### src/rtl/synapse_event_arbiter.sv
// Packet-level round-robin merge of NG scheduler token streams.
// Ports: iCLK/iRST; iValid_AS/oReady_AS/iData_AS per-group in;
//        oValid_BS/iReady_BS/oData_BS merged out; oBusy status.
module synapse_event_arbiter #(
    parameter int    NG   = 4,
    parameter int    NA   = 4,
    parameter string TYPE = "rc",
    localparam int   SW   = (TYPE == "rc") ? 2 : 1,
    localparam int   AW   = $clog2(NA),
    localparam int   GW   = $clog2(NG),
    localparam int   TW   = 2 + SW + AW,
    localparam int   OW   = 3 + SW + GW + AW
) (
    input  logic             iCLK,
    input  logic             iRST,
    input  logic [NG-1:0]    iValid_AS,
    output logic [NG-1:0]    oReady_AS,
    input  logic [NG*TW-1:0] iData_AS,
    output logic             oValid_BS,
    input  logic             iReady_BS,
    output logic [OW-1:0]    oData_BS,
    output logic             oBusy
);

    typedef enum logic {
        S_IDLE,
        S_LOCK
    } state_t;

    state_t        r_state;
    state_t        w_state_nxt;
    logic [GW-1:0] r_grant;
    logic [GW-1:0] r_ptr;
    logic [NG-1:0] r_done;
    logic          r_valid;
    logic [OW-1:0] r_data;

    logic [GW-1:0] w_pick;
    logic          w_found;
    logic [NG-1:0] w_elig;
    logic [NG-1:0] w_gsel;
    logic [TW-1:0] w_tok;
    logic          w_ld;
    logic          w_xfer;
    logic          w_end;
    logic          w_glst;

    assign w_ld   = !r_valid || iReady_BS;
    assign w_gsel = {{(NG-1){1'b0}}, 1'b1} << r_grant;
    assign w_tok  = iData_AS[int'(r_grant)*TW +: TW];
    assign w_xfer = (r_state == S_LOCK) && w_ld
                    && iValid_AS[r_grant];
    // Either leap or plst closes the packet.
    assign w_end  = w_xfer && (w_tok[TW-1] || w_tok[TW-2]);
    assign w_glst = w_end && (&(r_done | w_gsel));

    // Ready depends only on state and downstream ready.
    assign oReady_AS = (r_state == S_LOCK && w_ld) ? w_gsel
                                                   : '0;

    // First eligible group at or above r_ptr, wrapping.
    always_comb begin
        w_pick  = '0;
        w_found = 1'b0;
        w_elig  = iValid_AS & ~r_done;
        for (int i = 0; i < NG; i++) begin
            if (!w_found && w_elig[(int'(r_ptr) + i) % NG]) begin
                w_found = 1'b1;
                w_pick  = GW'((int'(r_ptr) + i) % NG);
            end
        end
    end

    always_comb begin
        w_state_nxt = r_state;
        unique case (r_state)
            S_IDLE:  if (w_found) w_state_nxt = S_LOCK;
            S_LOCK:  if (w_end) w_state_nxt = S_IDLE;
            default: w_state_nxt = S_IDLE;
        endcase
    end

    always_ff @(posedge iCLK) begin
        if (iRST) begin
            r_state <= S_IDLE;
            r_grant <= '0;
            r_ptr   <= '0;
            r_done  <= '0;
            r_valid <= 1'b0;
            r_data  <= '0;
        end else begin
            r_state <= w_state_nxt;
            if (r_state == S_IDLE && w_found)
                r_grant <= w_pick;
            if (w_end) begin
                r_ptr  <= (r_grant == GW'(NG-1)) ? '0
                                                 : r_grant + 1'b1;
                r_done <= w_glst ? '0 : (r_done | w_gsel);
            end
            if (w_xfer) begin
                r_valid <= 1'b1;
                r_data  <= {w_tok[TW-1:TW-2], w_glst,
                            w_tok[AW+SW-1:AW], r_grant,
                            w_tok[AW-1:0]};
            end else if (w_ld) begin
                r_valid <= 1'b0;
            end
        end
    end

    assign oValid_BS = r_valid;
    assign oData_BS  = r_data;
    assign oBusy     = (r_state == S_LOCK) || r_valid;

endmodule

### config.mk
export PLATFORM = sky130hd
export DESIGN_NAME = synapse_event_arbiter
export DESIGN_NICKNAME = d
export VERILOG_FILES = /design/src/rtl/synapse_event_arbiter.sv
export SDC_FILE = /design/constraint.sdc
export NUM_CORES = 1
export LEC_CHECK = 0
export BUFFER_PORTS_ARGS = -buffer_cell sky130_fd_sc_hd__buf_2
export CORE_MARGIN = 5
export CORE_UTILIZATION = 42
export CTS_BUF_LIST = sky130_fd_sc_hd__clkbuf_16
export CTS_CLUSTER_SIZE = 28
export DETAILED_ROUTE_END_ITERATION = 16
export PLACE_DENSITY = 0.74
export SYNTH_ARGS = -nofsm -noshare
export SYNTH_HDL_FRONTEND = slang
export SYNTH_SLANG_ARGS = --single-unit
### constraint.sdc
create_clock -name iCLK -period 1.6 [get_ports iCLK]
set_input_delay 0 -clock iCLK [delete_from_list [all_inputs] [get_ports iCLK]]
set_output_delay 0 -clock iCLK [all_outputs]
set_load 0.01 [all_outputs]
==> Yosys cells after proc, flatten, opt, wreduce, memory -nomap -nowiden <==
Cells that the tools add are included.
{ "totals": {"memories": 0, "regBits": 19, "out_inout_bits": 15, "mem_bits_ro": 0, "ram_bits": 0, "latchBits": 0} }
{ "classes": {"n_reduce_logical": 20, "mul": 1, "n_bitwise": 7, "n_eq_ne": 1, "muxes": 29, "div_mod_pow": 0, "n_shift": 2, "addsub": 4, "order_cmp": 5} }
{ "ops": {"columns": ["cell", "n"], "rows": [
  ["$shiftx 24x6->6", 1],
  ["$mux 1", 16],
  ["$lt 3x4->1 const B", 3],
  ["$bmux 1 s2", 5],
  ["$mux 2", 5],
  ["$logic_and 1x1->1", 8],
  ["$mux 4", 2],
  ["$lt 2x3->1 const B", 2],
  ["$reduce_or 2->1", 3],
  ["$add 2x1->2 const B", 2],
  ["$add 2x2->2 const B", 2],
  ["$and 4x4->4", 1],
  ["$logic_not 1->1", 4],
  ["$mul 2x2->4 const B", 1],
  ["$not 4->4", 1],
  ["$or 4x4->4", 1],
  ["$reduce_and 4->1", 1],
  ["$shl 1x2->4 const A", 1],
  ["$and 1x1->1 const A", 3],
  ["$logic_or 1x1->1", 3],
  ["$eq 2x2->1 const B", 1],
  ["$pmux 1 s2", 1],
  ["$reduce_bool 2->1", 1],
  ["$not 1->1", 1]
]} }

==> Longest topological paths before layout <==
{ "depth": {"ltp_word": 16, "ltp_mapped": 8, "ltp_nobuf": 7} }

==> Worst setup path after synthesis <==
No wires, ideal clock.
{ "synth_path": {"path_kind": "reg-to-reg", "start": "reg r_grant[0]", "end": "reg r_ptr[1]", "setup_ps": 128, "setup_slack_ps": -126, "period_less_slack_ps": 1726, "path_stages_with_launch": 7, "arrival_ps": 1599, "cell_sequence": "dfxtp_1 > buf_6 > mux4_2 > o2111a_1 > buf_6 > mux2i_1 > nor2_1"} }
{ "synth_between": {"elab_chain_len": 4, "word_cells_on_any_way": 10, "classes_between": "add/sub: 1; mul: 1; eq/ne: 1; shift: 1; mux: 3; reduce/logical: 3"} }
{ "synth_rtl": {"columns": ["element", "line", "rtl"], "rows": [
  ["from (decl)", "32", "logic [GW-1:0] r_grant;"],
  ["from (signal assigned)", "94", "r_grant <= w_pick;"],
  ["$mul 2x2->4 / $bmux 1 s2 (equally long branches)", "50, 52", null],
  ["$shiftx 24x6->6 / $mux 1 (equally long branches)", "50, 52", null],
  ["$logic_or 1x1->1 / $logic_and 1x1->1 (equally long branches)", "54, 52", null],
  ["$logic_and 1x1->1", "54", "assign w_end = w_xfer && (w_tok[TW-1] || w_tok[TW-2]);"],
  ["to (signal assigned)", "96", "r_ptr <= (r_grant == GW'(NG-1)) ? '0"],
  ["to (decl)", "33", "logic [GW-1:0] r_ptr;"]
]} }
Parallel ways exist; a longest one is shown, timed or not. The select of a mux whose other input is x is not followed.
A chain may end at the register's enable or synchronous reset.

==> Worst setup path in the final report <==
{ "layout_path": {"start": "reg r_grant[0]", "end": "reg r_done[1]"} }
{ "layout_between": {"elab_chain_len": 6, "word_cells_on_any_way": 12, "classes_between": "mul: 1; shift: 2; mux: 3; bitwise: 1; reduce/logical: 5"} }
{ "layout_rtl": {"columns": ["element", "line", "rtl"], "rows": [
  ["$mul 2x2->4 / $bmux 1 s2 (equally long branches)", "50, 52", null],
  ["$shiftx 24x6->6 / $mux 1 (equally long branches)", "50, 52", null],
  ["$logic_or 1x1->1 / $logic_and 1x1->1 (equally long branches)", "54, 52", null],
  ["$logic_and 1x1->1", "54", null],
  ["$logic_and 1x1->1", "55", "assign w_glst = w_end && (&(r_done | w_gsel));"],
  ["$mux 4", "98", "r_done <= w_glst ? '0 : (r_done | w_gsel);"],
  ["to (signal assigned)", "98", null],
  ["to (decl)", "34", "logic [NG-1:0] r_done;"]
]} }
Parallel ways exist; a longest one is shown, timed or not. The select of a mux whose other input is x is not followed.

==> results.py <==
metrics = {
    "critical_path": {
        "required_ns": 1.75,
        "endpoint_kind": "flip-flop",
        "path_max_fanout": 4,
        "cp-start-kind": "flip-flop",
        "crit_arrival_ns": 1.75,
        "critPathKind": "flip-flop to flip-flop",
    },
    "timing": {
        "worst_slack_ns": -0.00532,
        "setup_tns_ns": -0.00533,
        "fmax_mhz": 623,
        "finalSetupViolations": 2,
        "holdWs_ns": 0.106,
        "finClkSkew_ns": 0.00315,
        "rsz0062_at_grt": "yes",
        "worst_pin_slew_ns": 0.431,
        "hold_viol": 0,
        "period_needed_ns": 1.61,
        "maxSlewViolCount": 0,
        "slew-limit-headroom_pct": 70.9,
        "min_period_over_period_pct": 100,
    },
    "route": {
        "via_count": 1030,
        "drc": 0,
        "drtPass1Iterations": 4,
        "routed_wl_mm": 2.95,
        "antenna_left": 0,
        "drt_iter0_drc": 45,
        "routedWlPerCell_um": 15.4,
        "via_per_inst": 5.36,
    },
    "grt": {
        "use_met1_pct": 18.7,
        "grt_pass1_vias": 1003,
        "groute.layer.met3.usage_pct": 6.08,
        "grt-ovfl-total": 0,
        "grtUsageTotal_pct": 16.2,
        "grt_max_degree": 17,
        "top_usage_layer": "met2",
        "antenna_found_initial": 0,
        "grt_pass1_wl_mm": 4.46,
        "grt_use_met2_pct": 26.9,
    },
    "clocking": {
        "clk_latency_ns": 0.25,
        "cts_buffer_depth": 2,
        "cts_made_buffers": 3,
        "cts_tree": "done",
        "clock_sinks": 19,
        "root_buffer": "clkbuf_16",
        "h-tree-depth": 1,
        "clkTransAtPathRegs_ns": 0.06,
        "postCtsSetupRepairBufs": 0,
    },
    "power": {
        "ir_worst_vdd_v": 0.000764,
        "finalPower_mw": 1.36,
        "power.leakage_nw": 0.704,
        "power_density_nw_per_um2": 921,
    },
    "floorplanning": {
        "io_pins": 46,
        "die_h_um": 61.5,
        "die_area_um2": 3780,
        "num_rows": 18,
        "start_util_pct": 44.6,
        "dieWidth_um": 61.5,
        "core_um2": 2500,
    },
    "yosys": {
        "synthTopCellsByArea": "dfxtp_1 (34%), mux4_1 (12%), mux2i_1 (9.0%)",
        "synthArstFlopShare_pct": 0,
        "synth_cells": 114,
        "synth_top_area_cell": "dfxtp_1",
        "synth_seq_cells": 19,
        "syn_area_um2": 1110,
        "ys_seq_area_share_pct": 34.1,
        "synth_top_cell_area_share_pct": 34.1,
        "syn-num-nets": 149,
        "ys_dominant_reg_cell": "dfxtp_1",
        "avgSynthCellArea_um2": 9.78,
        "synth-edff-count": 0,
        "synthTopCellsByCount": "nor2_1 (22), dfxtp_1 (19), a21oi_1 (12)",
        "yosysUniqueCellTypes": 28,
        "yosys_warnings": 0,
        "yosysMostFrequentCell": "nor2_1",
    },
    "job": {
        "maxCapViolCount": 0,
    },
    "placement": {
        "place.gp.congestion": 0.777,
        "dp_hpwl_mm": 2.21,
        "io_buffers": 45,
        "dp_cells": 186,
        "place_area_um2": 1370,
    },
    "layout": {
        "multi_input_comb_area_um2": 718,
        "diodes": 0,
        "ff_latch_area_um2": 384,
        "syn_to_final_growth_pct": 32.7,
        "final_area_um2": 1480,
        "final_nets": 198,
        "final_cells": 192,
        "drive_above_1_share_pct": 42.0,
        "fillers": 236,
    },
    "run_status": {
        "failed_checks": "negative setup slack",
        "status": "finished, violations left",
    },
    "min_path": {
        "hold_class": "input port to flip-flop",
    },
}
area by class of cell:
class / instances / area share, %
clock buffers: 3 / 5.08
inverters: 3 / 0.761
multi-input cells: 88 / 48.6
flip-flops and latches: 19 / 26.0
clock inverters: 1 / 0.338
well taps: 30 / 2.54
repair buffers: 48 / 16.8
critical path, cell delays in order, from the launching register on:
cell	delay, ns
dfxtp_4	0.38
mux4_2	0.55
o2111a_1	0.34
a21oi_1	0.17
nor2_1	0.06
where the power goes:
part / internal (mW) / switching, mW / leakage [nW]
clock: 0.335 / 0.184 / 0.0409
combinational: 0.155 / 0.153 / 0.508
sequential: 0.503 / 0.0306 / 0.155
total: 0.994 / 0.367 / 0.704
sequential cells by signal, summed over array words and instances (netlist names):
name / flops
oValid_BS: 1
r_done: 4
r_state: 1
r_grant: 2
oData_BS: 9
r_ptr: 2
cell usage in the layout (no fill, tap or decap), types with 2 or more instances in the layout:
| cell | netlist | routed |
|---|---|---|
| and3_1 | 4 | 4 |
| nand2_1 | 2 | 2 |
| nand2b_1 | 6 | 6 |
| a21oi_2 | 0 | 2 |
| nor2_2 | 1 | 2 |
| ha_1 | 4 | 4 |
| clkbuf_16 | 0 | 3 |
| mux4_1 | 5 | 3 |
| mux2i_1 | 10 | 10 |
| buf_4 | 0 | 3 |
| o21ai_0 | 4 | 4 |
| inv_1 | 3 | 3 |
| o22ai_1 | 2 | 2 |
| nor2_1 | 22 | 21 |
| buf_2 | 0 | 45 |
| mux4_2 | 2 | 4 |
| dfxtp_1 | 19 | 18 |
| a21oi_1 | 12 | 10 |
path summary, 6_finish.rpt:
kind / from / to / slack [ns] / depth (start not counted)
max: r_grant[0] / r_done[1] / -0.005 / 4
min: iRST / r_state / 0.11 / 2
max reg2reg: r_grant[0] / r_done[1] / -0.005 / 4
min reg2reg: oData_BS[6] / oData_BS[6] / 0.47 / 2
per-stage QoR:
step	util, %	setup slack, ns
final	59.2	-0.00532
after global routing	59.2	-0.0807
after CTS	58.5	-0.0178
after detailed placement	54.7	-0.145
after global placement	54.7	-0.106
after floorplan	-	-0.0786
cell families after synthesis:
group           count (synthesis)  synth area share, %
buf+inv                         9                 4.38
fa+ha+maj                       4                 4.49
compound gates                 23                 12.2
simple gates                   42                 20.0
mux                            17                 24.8
flops                          19                 34.1
routing by layer:
metal  routed length, um  vias up
met1                1150      491
met4                  47        0
met5                   0        -
met2                1590       20
li1                    -      513
met3                 159        6
timing repair:
action,4_1_cts,5_1_grt
endpoints found under the setup margin,15,14
pin swaps,6,1
resized for setup,5,2
hold buffers,0,0
gates cloned,1,1
Power figures use the tool's default switching activity.
